**config.mk**
```make
export PLATFORM = sky130hd
export DESIGN_NAME = sample_iterator
export DESIGN_NICKNAME = d
export VERILOG_FILES = /design/src/rtl/sample_iterator.sv
export SDC_FILE = /design/constraint.sdc
export NUM_CORES = 1
export LEC_CHECK = 0
export ABC_AREA = 1
export BUFFER_PORTS_ARGS = -buffer_cell sky130_fd_sc_hd__buf_4
export CORE_AREA = 8 8 279 281
export DETAILED_ROUTE_END_ITERATION = 8
export DIE_AREA = 0 0 287 289
export PLACE_DENSITY = 0.45
export SETUP_SLACK_MARGIN = 0.5
export SLEW_MARGIN = 30
export SYNTH_ARGS = -nofsm -noshare
export SYNTH_HDL_FRONTEND = slang
export SYNTH_SLANG_ARGS = --single-unit
```
**constraint.sdc**
```tcl
create_clock -name clk -period 4.4 [get_ports clk]
set_input_delay 0.66 -clock clk [delete_from_list [all_inputs] [get_ports clk]]
set_output_delay 0.66 -clock clk [all_outputs]
set_load 0.01 [all_outputs]
```
**src/rtl/sample_iterator.sv**
```systemverilog
// Raster sample iterator: latches a triangle and its bounding box, then walks the box
// in raster order at the subsample pitch, one sample per cycle. Optional macro: ITER_MULTISAMPLE_EN.
module sample_iterator #(
  parameter int SIGFIG = 24,
  parameter int RADIX  = 10,
  parameter int VERTS  = 3,
  parameter int AXIS   = 3,
  parameter int COLORS = 3
) (
  input  logic                     clk,
  input  logic                     rst,
  input  logic signed [SIGFIG-1:0] tri_R13S [VERTS][AXIS],
  input  logic        [SIGFIG-1:0] color_R13U [COLORS],
  input  logic signed [SIGFIG-1:0] box_R13S [2][2],
  input  logic                     validTri_R13H,
  input  logic        [3:0]        subSample_RnnnnU,
  output logic                     halt_RnnnnL,
  output logic signed [SIGFIG-1:0] tri_R14S [VERTS][AXIS],
  output logic        [SIGFIG-1:0] color_R14U [COLORS],
  output logic signed [SIGFIG-1:0] sample_R14S [2],
  output logic                     validSamp_R14H,
  output logic                     state_dbg
);

  // Handshake: the upstream offers a triangle with validTri_R13H; it is taken on any
  // clk edge where halt_RnnnnL is high. While halt_RnnnnL is low, inputs are ignored.
  typedef enum logic {WAIT = 1'b0, TEST = 1'b1} state_t;

  localparam logic [SIGFIG-1:0] STEP_PIX = SIGFIG'(1) << RADIX;

  state_t                    state;
  logic        [SIGFIG-1:0]  step_q;
  logic        [SIGFIG-1:0]  step_next;
  logic signed [SIGFIG-1:0]  ll_x_q;
  logic signed [SIGFIG-1:0]  ur_x_q;
  logic signed [SIGFIG-1:0]  ur_y_q;
  logic                      degen_q;
  logic                      degen_in;
  logic signed [SIGFIG:0]    nx;
  logic signed [SIGFIG:0]    ny;
  logic signed [SIGFIG:0]    ur_x_w;
  logic signed [SIGFIG:0]    ur_y_w;

`ifdef ITER_MULTISAMPLE_EN
  always_comb begin
    step_next = STEP_PIX;
    case (subSample_RnnnnU)
      4'b1000: step_next = SIGFIG'(1) << RADIX;
      4'b0100: step_next = SIGFIG'(1) << (RADIX - 1);
      4'b0010: step_next = SIGFIG'(1) << (RADIX - 2);
      4'b0001: step_next = SIGFIG'(1) << (RADIX - 3);
      default: step_next = STEP_PIX;
    endcase
  end
`else
  logic sub_unused;
  assign sub_unused = ^subSample_RnnnnU;
  assign step_next  = STEP_PIX;
`endif

  // A box inverted on either axis yields only its LL corner.
  assign degen_in = (box_R13S[0][0] > box_R13S[1][0]) || (box_R13S[0][1] > box_R13S[1][1]);

  // One extra bit keeps the step addition and bound compare free of overflow.
  assign nx     = {sample_R14S[0][SIGFIG-1], sample_R14S[0]} + {1'b0, step_q};
  assign ny     = {sample_R14S[1][SIGFIG-1], sample_R14S[1]} + {1'b0, step_q};
  assign ur_x_w = {ur_x_q[SIGFIG-1], ur_x_q};
  assign ur_y_w = {ur_y_q[SIGFIG-1], ur_y_q};

  assign state_dbg = (state == TEST);

  always_ff @(posedge clk) begin
    if (rst) begin
      state          <= WAIT;
      halt_RnnnnL    <= 1'b1;
      validSamp_R14H <= 1'b0;
      step_q         <= STEP_PIX;
      ll_x_q         <= '0;
      ur_x_q         <= '0;
      ur_y_q         <= '0;
      degen_q        <= 1'b0;
      sample_R14S[0] <= '0;
      sample_R14S[1] <= '0;
      for (int v = 0; v < VERTS; v++)
        for (int a = 0; a < AXIS; a++)
          tri_R14S[v][a] <= '0;
      for (int c = 0; c < COLORS; c++)
        color_R14U[c] <= '0;
    end else begin
      case (state)
        WAIT: begin
          if (validTri_R13H) begin
            state          <= TEST;
            halt_RnnnnL    <= 1'b0;
            validSamp_R14H <= 1'b1;
            step_q         <= step_next;
            ll_x_q         <= box_R13S[0][0];
            ur_x_q         <= box_R13S[1][0];
            ur_y_q         <= box_R13S[1][1];
            degen_q        <= degen_in;
            sample_R14S[0] <= box_R13S[0][0];
            sample_R14S[1] <= box_R13S[0][1];
            tri_R14S       <= tri_R13S;
            color_R14U     <= color_R13U;
          end
        end
        TEST: begin
          if (!degen_q && (nx <= ur_x_w)) begin
            sample_R14S[0] <= nx[SIGFIG-1:0];
          end else if (!degen_q && (ny <= ur_y_w)) begin
            sample_R14S[0] <= ll_x_q;
            sample_R14S[1] <= ny[SIGFIG-1:0];
          end else begin
            state          <= WAIT;
            halt_RnnnnL    <= 1'b1;
            validSamp_R14H <= 1'b0;
          end
        end
        default: state <= WAIT;
      endcase
    end
  end

endmodule

```
# Word-level counts from Yosys, hierarchy flattened

Cells that the tools add are included.

Add/subtract/negate cells: 2
Order comparisons: 4
Equal/unequal tests: 5
Multiplexer cells: 17
Bitwise logic cells: 1
Reductions and logical operators: 8

Operators with widths:

| operator                                       | count |
|---|---|
| two-way mux 48 bit                             | 2 |
| one-hot mux 48 bit (2 select lines)            | 1 |
| adder 24 x 12 -> 25 bit, second input constant | 2 |
| <= comparator 25 x 24 -> 1 bit                 | 2 |
| greater-than comparator 24 bit                 | 2 |
| two-way mux 24 bit                             | 2 |
| two-way mux 1 bit                              | 9 |
| != test 2 bit, second input constant           | 3 |
| one-hot mux 1 bit (2 select lines)             | 3 |
| AND reduction 3 bit                            | 2 |
| AND reduction 2 bit                            | 2 |
| != test 3 x 1 -> 1 bit, second input constant  | 1 |
| logical AND 1 bit                              | 2 |
| != test 2 x 1 -> 1 bit, second input constant  | 1 |
| logical NOT 1 bit                              | 1 |
| logical OR 1 bit                               | 1 |
| inverter 1 bit                                 | 1 |

Register bits: 412
Bits of input ports: 391
Logic and storage cells: 58

# Depth between registers and ports, before layout

Gate-level depths: netlist of run 1.

Depth after elaboration: 6
Gate-level depth with buffers: 24

# Worst setup path before layout of run 1

No wires, ideal clock.

Path type: reg-to-reg
Start point: reg sample_R14S[34] in the netlist's numbering
End point: reg sample_R14S[27] in the netlist's numbering
Arrival: 2.930 ns
Slack: 1.357 ns
Cell stages (with the launch flop): 22
Path buffers: 1
Period minus slack after synthesis: 3.043 ns
Cells stage by stage: dfxtp_1 > ha_1 > nand2_1 > nor2_1 > nand4_1 > nor2_1 > nand3_1 > xor2_1 > inv_1 > ha_1 > nand2_1 > nor2_2 > inv_2 > nor3_2 > nand2_1 > a21oi_1 > nor2_4 > nand2_2 > nand3_4 > buf_6 > nor2_1 > nor2_1

Word-level cells in the longest chain between the ends: 5
Elaborated cells on any way between the ends: 7

RTL lines:

| item                                                                       | line | RTL |
|---|---|---|
| start: declaration                                                         | 20   | `output logic signed [SIGFIG-1:0] sample_R14S [2],` |
| adder 24 x 12 -> 25 bit *                                                  | 65   | `assign nx = {sample_R14S[0][SIGFIG-1], sample_R14S[0]} + {1'b0, step_q};` |
| <= comparator 25 x 24 -> 1 bit *                                           | 108  | `if (!degen_q && (nx <= ur_x_w)) begin` |
| logical AND 1 bit *                                                        | 108  |  |
| two-way mux 24 bit or != test 3 x 1 -> 1 bit (tied branches)               | -    |  |
| one-hot mux 48 bit (2 select lines) or AND reduction 2 bit (tied branches) | -    |  |

Every way passes the cells marked *; elsewhere a longest branch is shown, timed or not.
A chain may end at the register's enable or synchronous reset.

# Worst setup path in the final report of run 1

Start point: reg sample_R14S[10] in the netlist's numbering
End point: reg sample_R14S[31] in the netlist's numbering

Word-level cells in the longest chain between the ends: 5

RTL lines:

| item                                    | line | RTL |
|---|---|---|
| adder 24 x 12 -> 25 bit                 | 66   | `assign ny = {sample_R14S[1][SIGFIG-1], sample_R14S[1]} + {1'b0, step_q};` |
| <= comparator 25 x 24 -> 1 bit          | 110  | `end else if (!degen_q && (ny <= ur_y_w)) begin` |
| logical AND 1 bit                       | 110  |  |
| != test 3 x 1 -> 1 bit (no source line) | -    |  |
| AND reduction 2 bit (no source line)    | -    |  |

Every way passes these cells.

==> run summary, run 1 <==
For the pin with the worst max-slew slack, the measured transition is 0.893 ns. STA classifies the critical path endpoint as a register. The number of buffer cells added on primary ports came out at 725. Setup repair after global routing left no endpoint under its margin. The run gives 0 as the total number of yosys warnings. The tools report the CTS buffer count as 52. The logs give 18600 for the via count and 2986 for the net count of the mapped netlist. In this run the core area contains 100 standard-cell rows. Summing every instance area after synthesis gives 18100 um^2. The critical path starts at sample_R14S[10]. For the cell area reported after detailed placement, the log shows 24300 um^2.

The die is 289 um tall. The startpoint identified for the worst hold timing path is color_R13U[40]. In this run the standard cell core region covers 73600 um^2. The total of flip-flops plus latches after synthesis was 412; the critical path required time was 4.87 ns.

The element type at the critical path start is a register. The worst-path maximum fanout works out to 12. Of all cell types, the one taking the most synthesized area is sky130_fd_sc_hd__dfxtp_1.

In this run the number of H-tree levels came out at 2. After detailed routing, the average wire length per cell comes to 20.0 um. For this design the static power due to leakage is 12.8 nW. The final instance area was 26100 um^2; the total of hold buffers inserted after clock tree synthesis was 0.

For the iteration count of the initial detailed-routing pass, the log shows 5. For this run, design rule violations remaining after detail routing come to 0. The routed via count divided by cell count was 4.47. In this run the deepest clock path goes through 3 buffers.

Adding up every negative setup slack in the final design gives 0 ns. Clock latency on the worst-skew pair, taken at its later pin, is 0.59 ns. Number of I/O pins: 730. The portion of synthesized cell area occupied by the leading cell type is 0.457. The library cell used as clock root buffer was sky130_fd_sc_hd__clkbuf_16. The mean instance size in the synthesized netlist came out at 7.24 um^2.

After global routing the overflow that remains totals 0. Timing would allow up to 0.285 GHz. The filler cell count in the final layout was 7895.

The startpoint identified for the worst register-to-register timing path is sample_R14S[10]. Detailed placer's ending HPWL: 62100 um. Clock skew on the completed layout was measured at 0.0180 ns. Count of final setup violators: 0. Detailed router's first-iteration violation count: 1210.

The final net count is 3638, and the total power divided by cell area is 473 nW/um^2. The run gives 0.405 as the worst-case headroom to the max-slew limit. After technology mapping, the gate count stands at 2495. Max-cap violations in this run came to 0.

The share of the yosys chip area belonging to registers was 0.457. The tools report the final count of pins violating max slew as 0. Number of failing hold endpoints at the final stage: 0. The count of nets left with antenna violations once routing finished came out at 0. The area growth from synthesis to layout is 44.7%. The maximum vdd ir drop is 0.269 mV, and the fraction of layout instances using a drive strength above 1 is 0.266. In the post-synthesis netlist, the biggest area contributors are sky130_fd_sc_hd__dfxtp_1 (46%), sky130_fd_sc_hd__nor2_1 (15%), sky130_fd_sc_hd__o21ai_0 (10%). Data arrives at the worst endpoint at 3.98 ns.

The largest net degree at the start of global routing is 192. The share of the clock period used by the worst path was 0.796. The tools report the effective utilization at floorplan as 0.245. The run finished with clean final reports. Clock-pin slew was measured on the worst setup and hold paths at 0.06 ns. The total global routing track utilization was 0.187. TritonCTS built the clock tree. The number of sinks driven by the clock tree was 412. The run gives 18600 as the via count of the first global-routing pass. The critical path in this run is classified as register to register. The die is 287 um wide. The logs give 8510 um^2 for the area used by multi-input combinational logic and 83300 um for the aggregate routed wire length.

In this run, distinct cell masters in the synthesized netlist total 35. The worst path needs 3.50 ns of the cycle, external delays included. The footprint of the flip-flops and latches came out at 8250 um^2.

The run gives 18 as the number of antenna violations at the first check in global routing. The path class of the tightest hold or removal check is input pin to register. The first global-routing pass estimated 119000 um of wire. The routability congestion estimate was 0.847; the full die area was 82900 um^2.
[repair_timing]
action,4_1_cts,5_1_grt
resized for setup,0,15
buffers inserted,0,4
setup endpoints to repair,0,40
[synthesized netlist by cell type (all sizes together)]
| cell | instances |
|---|---|
| nand2 | 242 |
| ha | 100 |
| clkbuf | 128 |
| nand3b | 1 |
| a211oi | 11 |
| inv | 202 |
| o21ai | 371 |
| and2 | 1 |
| or2 | 2 |
| a21oi | 99 |
| nor3 | 10 |
| dfxtp | 412 |
| nand3 | 115 |
| o211ai | 3 |
| a21o | 5 |
| nand4 | 13 |
| buf | 22 |
| nor2 | 730 |
| clkinv | 1 |
| xor2 | 22 |
| nor4 | 3 |
| o21a | 1 |
| o31ai | 1 |
[sequential cells by signal, indices dropped and copies added (netlist names)]
name,cells
tri_R14S,216
color_R14U,72
sample_R14S,48
ll_x_q,24
ur_x_q,24
ur_y_q,24
degen_q,1
halt_RnnnnL,1
state_dbg,1
validSamp_R14H,1
[kinds of logic (layout without fill, tap and decap cells)]
group                    Yosys count  count (layout)  share of synthesized area
AND/OR/NAND/NOR                 1117            1119                      0.248
AO/OA/AOI/OAI                    491             491                      0.139
flip-flops                       412             412                      0.457
buffers and inverters            353            1037                     0.0762
adder cells (fa/ha/maj)          100             100                     0.0693
XOR/XNOR                          22              22                     0.0107
other                              0              12                          0
[path summary, 6_finish.rpt]
check,endpoint,slack [ns],cells after the start
worst max-delay path,sample_R14S[31],0.90,19
worst min-delay path,color_R14U[40],0.29,3
worst max register to register,sample_R14S[31],0.90,19
worst min register to register,ll_x_q[10],0.46,2
[layout by cell type, fill, tap and decap left out, types with 3 or more instances in the layout]
cell type	instances
sky130_fd_sc_hd__inv_1	198
sky130_fd_sc_hd__ha_1	100
sky130_fd_sc_hd__nor2_2	4
sky130_fd_sc_hd__o211ai_1	3
sky130_fd_sc_hd__a21oi_1	98
sky130_fd_sc_hd__nand3_4	5
sky130_fd_sc_hd__clkbuf_16	53
sky130_fd_sc_hd__nand2_1	237
sky130_fd_sc_hd__nand2_4	3
sky130_fd_sc_hd__xor2_1	22
sky130_fd_sc_hd__o21ai_0	370
sky130_fd_sc_hd__nor3_2	3
sky130_fd_sc_hd__clkbuf_8	9
sky130_fd_sc_hd__a211oi_1	11
sky130_fd_sc_hd__nand4_1	13
sky130_fd_sc_hd__nor2_1	724
sky130_fd_sc_hd__buf_12	6
sky130_fd_sc_hd__diode_2	12
sky130_fd_sc_hd__nand3_1	109
sky130_fd_sc_hd__a21o_1	5
sky130_fd_sc_hd__clkbuf_1	18
sky130_fd_sc_hd__nor3_1	7
sky130_fd_sc_hd__nor4_1	3
sky130_fd_sc_hd__nand3_2	3
sky130_fd_sc_hd__bufinv_16	4
sky130_fd_sc_hd__dfxtp_1	411
sky130_fd_sc_hd__buf_4	739
[per-stage QoR]
stage          setup WS [ns]  power, W  std cells  utilization  hold slack [ns]
4_1_cts                0.675    0.0124       4144        0.353            0.236
3_3_place_gp           0.757   0.00803       4056        0.330            0.449
5_1_grt                0.519    0.0131       4158        0.355            0.241
3_5_place_dp           0.689   0.00805       4056        0.330            0.454
2_1_floorplan           1.36   0.00642       2495            -            0.441
6_report               0.895    0.0124       4162        0.355            0.289
[metal layers]
layer  vias to the layer above  global-route usage  part of all wire
met5                         -                   0           0.00096
met4                        12              0.0733             0.035
met3                       147              0.0769             0.096
met2                       597               0.312              0.48
met1                      8541               0.213              0.39
li1                       9314                   -                 -
[critical path, stage by stage (launching register included)]
cell and delay [ns]:
sky130_fd_sc_hd__dfxtp_1 0.39, sky130_fd_sc_hd__ha_1 0.23, sky130_fd_sc_hd__nand4_1 0.16, sky130_fd_sc_hd__nor2_2 0.20, sky130_fd_sc_hd__nand4_1 0.19, sky130_fd_sc_hd__nor2_1 0.16, sky130_fd_sc_hd__xor2_1 0.19, sky130_fd_sc_hd__inv_1 0.06
sky130_fd_sc_hd__ha_1 0.30, sky130_fd_sc_hd__nand2_1 0.09, sky130_fd_sc_hd__nor2_1 0.15, sky130_fd_sc_hd__nand3_1 0.11, sky130_fd_sc_hd__nor2_1 0.11, sky130_fd_sc_hd__nand2_1 0.08, sky130_fd_sc_hd__nand3_1 0.10, sky130_fd_sc_hd__nand3_2 0.21
sky130_fd_sc_hd__nand2_4 0.19, sky130_fd_sc_hd__nand3_4 0.22, sky130_fd_sc_hd__nor2_1 0.18, sky130_fd_sc_hd__nor2_1 0.06
[where the power goes]
part / leakage, nW / internal (W) / switching [W]
sequential: 3.41 / 0.00421 / 0.000309
clock: 0.809 / 0.00258 / 0.00170
combinational: 8.61 / 0.00143 / 0.00213
[layout make-up]
class                           count  area share
Multi-Input combinational cell   1732       0.326
Inverter                          203      0.0298
Tap cell                          969      0.0464
Clock buffer                       80      0.0581
Sequential cell                   412       0.316
Antenna cell                       12     0.00115
Clock inverter                      8     0.00575
Timing Repair Buffer              746       0.217
(Power assumes the default switching activity.)
==> run 2, diff against run 1 <==
==> constraint.sdc (replaced) <==
create_clock -name clk -period 3.65 [get_ports clk]
set_input_delay 0.5475 -clock clk [delete_from_list [all_inputs] [get_ports clk]]
set_output_delay 0.5475 -clock clk [all_outputs]
set_load 0.01 [all_outputs]
==> run summary, run 2 (synthesized netlist as in run 1, its figures left out) <==
The run finished with clean final reports. The logs give 50 for the CTS buffer count and 0.442 for the worst-case headroom to the max-slew limit. The remaining antenna violation count is 0, and the number of sinks driven by the clock tree is 412. The register with the most flip-flops in the layout has 216 of them.

The number of maximum-capacitance constraint violations was 0. The number of I/O pins came out at 730. The largest registers in the layout are tri_R14S x216, color_R14U x72, sample_R14S x48. The worst-case IR drop observed on VDD is 0.407 mV. In this run the register-to-register setup slack is 0.43 ns.

The most common cell after layout, fill and taps aside is sky130_fd_sc_hd__buf_4. The run gives 13.3 nW as the static leakage. Total power divided by cell area: 576 nW/um^2. The initialized floorplan defines 100 standard-cell rows.

Layout-stage area growth over the synthesis result: 50.4%. In this run the number of H-tree levels came out at 2. The design draws 0.0156 W. The maximum root-to-sink buffer count was 3.

The min-delay analysis places its worst path in the category input pin to register. STA puts the critical path data arrival time at 3.69 ns. The tools report the effective utilization at floorplan as 0.245. The tools report the element type at the critical path start as a register.

The logs give 0.193 for the total global routing track utilization and 123000 um for the first-pass GRT wire length. The actual slew at the worst max-slew pin was 0.835 ns. The tools report the via count of the first global-routing pass as 19000.

The worst setup path is captured at a register. The run gives 4.12 ns as the critical path required time. The critical path is of the register to register type.

Dividing the detail-routed via count by the number of cells gives 4.51. The final count of pins violating max slew came out at 0. The clock-pin slew reported for the worst setup and hold paths after clock tree synthesis is 0.06 ns. TritonCTS built the clock tree.

After detailed routing, the number of remaining DRC violations is 0. Adding up every negative setup slack in the final design gives 0 ns. The number of failing hold endpoints at the final stage is 0. The top cell types in the final layout, fill and taps aside, are sky130_fd_sc_hd__buf_4 (770), sky130_fd_sc_hd__nor2_1 (712), sky130_fd_sc_hd__dfxtp_1 (401). The number of buffer cells added on primary ports was 725; the final period demand of the worst path was 3.22 ns.

For the final database, setup skew stands at 0.0138 ns. The detailed placer's ending HPWL is 62200 um, and the total core area is 73600 um^2. The congestion estimate from routability-driven global placement came to 0.855. Register with the highest flop count: tri_R14S.

The count of final setup violators was 0. Vertical extent of the die: 289 um. For the final net count, the log shows 3684. The run gives 12 as the number of antenna violations at the first check in global routing. Along the worst path, the maximum fanout reaches 8. The logs give 0.311 GHz for the timing-limited maximum frequency and 82900 um^2 for the full die area. For the iteration count of the initial detailed-routing pass, the log shows 5. The run gives 1135 as the detailed router's first-iteration violation count.

The largest net degree at the start of global routing came out at 170. The final route contains 19000 vias. The fraction of layout instances using a drive strength above 1 is 0.303. In the final routed layout, each cell accounts on average for 20.3 um.

The share of the clock period used by the worst path works out to 0.882. Summed over all layers, the global routing overflow is 0. In this run the horizontal extent of the chip is 287 um. The cell sitting at the root of the clock tree is a sky130_fd_sc_hd__clkbuf_16.

The tools report the tightest hold margin as 0.179 ns. Setup repair after global routing could not meet its margin everywhere. The run gives 0.59 ns as the clock latency reported for the late side of the worst-skew pair. The aggregate routed wire length came out at 85300 um. The filler cell count in the final layout came out at 7817.
[run 2: cell count changes in the layout (fill, tap and decap cells not counted), sizes merged]
cell	delta
buf	+42
nand2	+2
bufinv	-1
diode	-7
clkbuf	-2
nand3	+4
inv	-1
clkinv	+5
[run 2: stage by stage]
step	instance area (um^2)	cells	util	setup WS, ns
global route	27100	4202	0.369	0.227
finish	27200	4204	0.369	0.432
detailed placement	24400	4062	0.332	0.106
global placement	24400	4062	0.332	0.159
floorplan	18100	2495	-	0.607
CTS	26800	4189	0.364	0.495
[run 2: metal layers]
layer	vias up	global-route usage	routed length, um
li1	9402	-	-
met1	8854	0.219	33500
met2	579	0.343	42700
met3	109	0.0699	7310
met4	12	0.0410	1730
met5	-	0	76
[run 2: worst paths after layout]
path                                      start               to  cells past startpoint
worst max-delay path            sample_R14S[14]  sample_R14S[29]                     20
worst min-delay path             color_R13U[21]   color_R14U[21]                      3
worst max register to register  sample_R14S[14]  sample_R14S[29]                     20
worst min register to register       ll_x_q[20]       ll_x_q[20]                      2
[run 2: area by class of cell]
type | count | area (um^2) | share of cell area
multi-input combinational | 1738 | 9120 | 0.336
timing repair buffer | 788 | 6090 | 0.224
antenna | 5 | 12.5 | 0.000461
sequential | 412 | 8280 | 0.305
clock buffer | 78 | 1500 | 0.0551
clock inverter | 11 | 163 | 0.00599
tap | 969 | 1210 | 0.0447
inverter | 203 | 785 | 0.0289
[run 2: repair_timing]
| item | 4_1_cts | 5_1_grt |
|---|---|---|
| gates cloned | 8 | 0 |
| gates resized for setup | 93 | 62 |
| endpoints found under the setup margin | 41 | 41 |
| hold buffers | 0 | 0 |
| pin swaps | 51 | 39 |
| setup buffers | 30 | 10 |
[run 2: power breakdown]
| group | switching [W] | internal (W) |
|---|---|---|
| clock | 0.00208 | 0.00302 |
| sequential | 0.000390 | 0.00509 |
| combinational | 0.00296 | 0.00210 |
[run 2: critical path: stages, from the launching register on]
cell and delay, ns:
sky130_fd_sc_hd__dfxtp_2 0.35, sky130_fd_sc_hd__nand2_1 0.08, sky130_fd_sc_hd__nor3_2 0.21, sky130_fd_sc_hd__nand4_1 0.20, sky130_fd_sc_hd__or2_1 0.31, sky130_fd_sc_hd__xor2_2 0.16
sky130_fd_sc_hd__inv_1 0.07, sky130_fd_sc_hd__ha_1 0.32, sky130_fd_sc_hd__nand2_4 0.09, sky130_fd_sc_hd__nor2_4 0.04, sky130_fd_sc_hd__nand3_2 0.07, sky130_fd_sc_hd__nor2_1 0.04
sky130_fd_sc_hd__nand2_1 0.09, sky130_fd_sc_hd__nand3_1 0.11, sky130_fd_sc_hd__nand2_2 0.10, sky130_fd_sc_hd__nand3_4 0.20, sky130_fd_sc_hd__nand2_8 0.19, sky130_fd_sc_hd__nand3_4 0.11
sky130_fd_sc_hd__buf_12 0.21, sky130_fd_sc_hd__nor2_1 0.10, sky130_fd_sc_hd__nor2_1 0.05
==> run 3, diff against run 2 <==
--- a/config.mk
+++ b/config.mk
@@ -5,12 +5,12 @@
 export SDC_FILE = /design/constraint.sdc
 export NUM_CORES = 1
 export LEC_CHECK = 0
-export ABC_AREA = 1
+export ABC_AREA = 0
 export BUFFER_PORTS_ARGS = -buffer_cell sky130_fd_sc_hd__buf_4
-export CORE_AREA = 8 8 279 281
+export CORE_AREA = 8 8 276 278
 export DETAILED_ROUTE_END_ITERATION = 8
-export DIE_AREA = 0 0 287 289
-export PLACE_DENSITY = 0.45
+export DIE_AREA = 0 0 284 286
+export PLACE_DENSITY = 0.46
 export SETUP_SLACK_MARGIN = 0.5
 export SLEW_MARGIN = 30
 export SYNTH_ARGS = -nofsm -noshare
==> run summary, run 3 <==
The run finished with clean final reports. At the end of the flow, the number of nets in the layout was 3522. Before CTS, the worst setup slack after placement is -0.0452 ns. At the end of routability-driven placement, the weighted congestion stood at 0.833.

The tools report the final core area utilization as 0.377. Summed over all layers, the routed wires come to 80800 um. After layout, the worst setup slack is 0.0952 ns.

For this run, design rule violations remaining after detail routing come to 0. The clock passes through at most 3 buffers. In the final layout, the registers with the most flip-flops are tri_R14S x216, color_R14U x72, sample_R14S x48.

Sorting the synthesized cells by how often they occur yields sky130_fd_sc_hd__nand2_1 (780), sky130_fd_sc_hd__dfxtp_1 (412), sky130_fd_sc_hd__a21oi_1 (410). In this run the cell area of the synthesized design comes to 17700 um^2. Leaving out fill and tap cells, the most frequent cell in the layout is sky130_fd_sc_hd__buf_4. For the number of failing hold endpoints at the final stage, the log shows 0. The die covers 81200 um^2. In this run the power density over the cells is 511 nW/um^2. The worst-path maximum fanout works out to 8.

The worst setup path is captured at a register. For the final database, setup skew stands at 0.0131 ns. The critical path required time is 4.10 ns, and the actual slew at the worst max-slew pin is 0.784 ns. The logs give 72100 um^2 for the total core area and 0.00423 W for the power spent charging and discharging nets. The vertical extent of the die was 286 um.

TritonCTS built the clock tree. VDD sags by at most 0.336 mV. The tools report the element type at the critical path start as a register.

The cell taking the most area after synthesis is sky130_fd_sc_hd__dfxtp_1. Entering global routing, the biggest net connects 128 pins. Setup repair after global routing could not meet its margin everywhere. Clock latency on the worst-skew pair, taken at its later pin, is 0.58 ns. Counting distinct cell types in the post-synthesis netlist gives 67. The tools report the total number of H-tree levels as 2. The library cells used most frequently in the layout, excluding fill and tap cells, are sky130_fd_sc_hd__buf_4 (814), sky130_fd_sc_hd__nand2_1 (776), sky130_fd_sc_hd__a21oi_1 (404).

Library cell used as clock root buffer: sky130_fd_sc_hd__clkbuf_16. The number of cells on the worst reg-to-reg path is 15. After floorplanning, the core was divided into 99 placement rows.

Gate count after technology mapping: 2282. For this run, the leading register cell type out of synthesis is sky130_fd_sc_hd__dfxtp_1. Clock-pin slew was measured on the worst setup and hold paths at 0.06 ns. The worst-case headroom to the max-slew limit was 0.478. Summed over all nets, wire length on met3 after detailed routing comes to 5300 um. The tools report the start of the worst register-to-register path as sample_R14S[38]. The total global routing track utilization is 0.186, and the CTS buffer count is 51. The detailed router placed 18400 vias in this run. In this run the horizontal extent of the chip is 284 um.

For this design the top-level I/O count stands at 730. The routed design could run at a clock period as short as 3.55 ns. The portion of synthesized cell area occupied by the leading cell type is 0.465. The classification of the worst-slack hold path is input pin to register. In this run the remaining antenna-violating nets after routing total 0. Setup violations remaining at the end of the flow were counted as 0. For the detailed router's first-iteration violation count, the log shows 884. For the final count of pins violating max slew, the log shows 0.

The share of total power in combinational logic is 0.260, and the number of flops mapped to enable cells by yosys is 0. The fraction of layout instances using a drive strength above 1 works out to 0.336. The highest metal layer carrying signal wires in the routed design is met5.

The switching share of power came out at 0.305. The detailed router put a total of 31100 um of wire on met1. The detailed placer's ending HPWL came out at 61800 um.

For the total number of yosys warnings, the log shows 0. The first global-routing pass estimated 118000 um of wire. In this run, synthesis produced a sequential element count of 412. The power share of the clock group was 0.368; the flip-flop count of the largest register, all copies and words added was 216. For the effective utilization at floorplan, the log shows 0.246. CTS saw 412 sinks.

For the static leakage, the log shows 12.1 nW. The run gives 2773 as the net count of the mapped netlist. The tools report the data arrival at the endpoint of the critical path as 4.00 ns. The startpoint of the worst setup timing path was sample_R14S[38]. The number of buffer cells added on primary ports was 725; the share of the yosys chip area belonging to registers was 0.465. In this run the critical register-to-register path is captured at sample_R14S[38]. The final routed wire length divided by cell count works out to 20.0 um. The via count of the first global-routing pass was 18300; the fraction of synthesis flops using an asynchronous set or reset pin was 0.

Internal power comes to 0.00965 W. The layout has 7633 filler cells. The average instance in the mapped netlist occupies 7.78 um^2.

The critical path capture point was sample_R14S[38]. For the number of maximum-capacitance constraint violations, the log shows 0. The register with the most flip-flops in the final layout is tri_R14S. Register-to-register path setup slack: 0.1 ns. The first detailed-routing pass ran for 5 iterations.

The worst setup path is of the register to register kind. Share of the clock period used by the worst path: 0.974. Timing would allow up to 0.281 GHz. For the global route total overflow, the log shows 0. Power share of the sequential group: 0.372. Yosys instantiated no cell more often than sky130_fd_sc_hd__nand2_1. Ranked by total cell area, the synthesized netlist is headed by sky130_fd_sc_hd__dfxtp_1 (46%), sky130_fd_sc_hd__nand2_1 (16%), sky130_fd_sc_hd__a21oi_1 (12%). The logs give 7 for the number of antenna violations at the first check in global routing and 42500 um for the routed wire length on met2.

The area growth from synthesis to layout is 53.0%. In the routed layout, each cell is associated on average with a via count of 4.56.
[run 3: what timing repair did]
item / CTS / global route
pin swaps: 38 / 14
gates cloned: 1 / 0
setup buffers: 37 / 9
hold buffers: 0 / 0
resized for setup: 35 / 16
endpoints found under the setup margin: 41 / 41
[run 3: final cells by class]
type	count	area, um^2	share of cell area
Antenna cell	4	10.0	0.000369
Clock buffer	78	1580	0.0582
Clock inverter	12	114	0.00419
Inverter	107	402	0.0148
Multi-Input combinational cell	1620	8990	0.331
Sequential cell	412	8290	0.305
Tap cell	959	1200	0.0442
Timing Repair Buffer	839	6570	0.242
[run 3: power by group through the flow]
stage	Sequential, W	Clock (W)	Combinational [W]
3_3_place_gp	0.00524	0	0.00334
5_1_grt	0.00521	0.00547	0.00393
2_1_floorplan	0.00536	0	0.00157
3_5_place_dp	0.00525	0	0.00338
6_report	0.00516	0.00511	0.00360
4_1_cts	0.00516	0.00529	0.00357
[run 3: worst min-delay path by stage]
stage,from,end,slack (ns),cells past startpoint
3_3_place_gp,ur_x_q[6],ur_x_q[6],0.44,2
3_5_place_dp,tri_R14S[40],tri_R14S[40],0.45,2
6_report,tri_R13S[18],tri_R14S[18],0.21,3
5_1_grt,tri_R13S[128],tri_R14S[128],0.18,3
2_1_floorplan,ll_x_q[20],ll_x_q[20],0.43,2
4_1_cts,tri_R13S[123],tri_R14S[123],0.16,3
[run 3: critical path, cell delays in order (launching register included)]
cell and delay, ns:
sky130_fd_sc_hd__dfxtp_4 0.34, sky130_fd_sc_hd__and3_4 0.21, sky130_fd_sc_hd__and2_4 0.15, sky130_fd_sc_hd__nand4_1 0.16, sky130_fd_sc_hd__buf_4 0.20, sky130_fd_sc_hd__xnor2_1 0.12
sky130_fd_sc_hd__ha_1 0.31, sky130_fd_sc_hd__nand4_1 0.21, sky130_fd_sc_hd__nor4_4 0.38, sky130_fd_sc_hd__a41oi_2 0.18, sky130_fd_sc_hd__or2_4 0.31, sky130_fd_sc_hd__nand2_4 0.13
sky130_fd_sc_hd__buf_12 0.15, sky130_fd_sc_hd__mux2_4 0.30, sky130_fd_sc_hd__a211oi_2 0.22, sky130_fd_sc_hd__nor3_2 0.06
[run 3: stage by stage]
stage	instance area, um^2	TNS (ns)	cells	power [W]	hold slack, ns
finish	27200	0	4031	0.0139	0.212
CTS	27000	0	4018	0.0140	0.156
global route	27200	-0.480	4030	0.0146	0.177
global placement	24800	0	3890	0.00858	0.442
floorplan	18000	0	2282	0.00693	0.434
detailed placement	24800	-0.136	3890	0.00863	0.447
[run 3: layer usage]
layer  up-vias  track usage
met2       530        0.344
met3       114       0.0505
met1      8669        0.210
met4         6       0.0464
li1       9060            -
met5         -            0
[run 3: logic make-up after synthesis]
family / synth area share
muxes: 0.0113
AOI/OAI and AO/OA: 0.171
and+or+nand+nor: 0.216
xor gates and xnor gates: 0.0118
adders and majority gates: 0.0705
DFF: 0.465
buffers and inverters: 0.0551
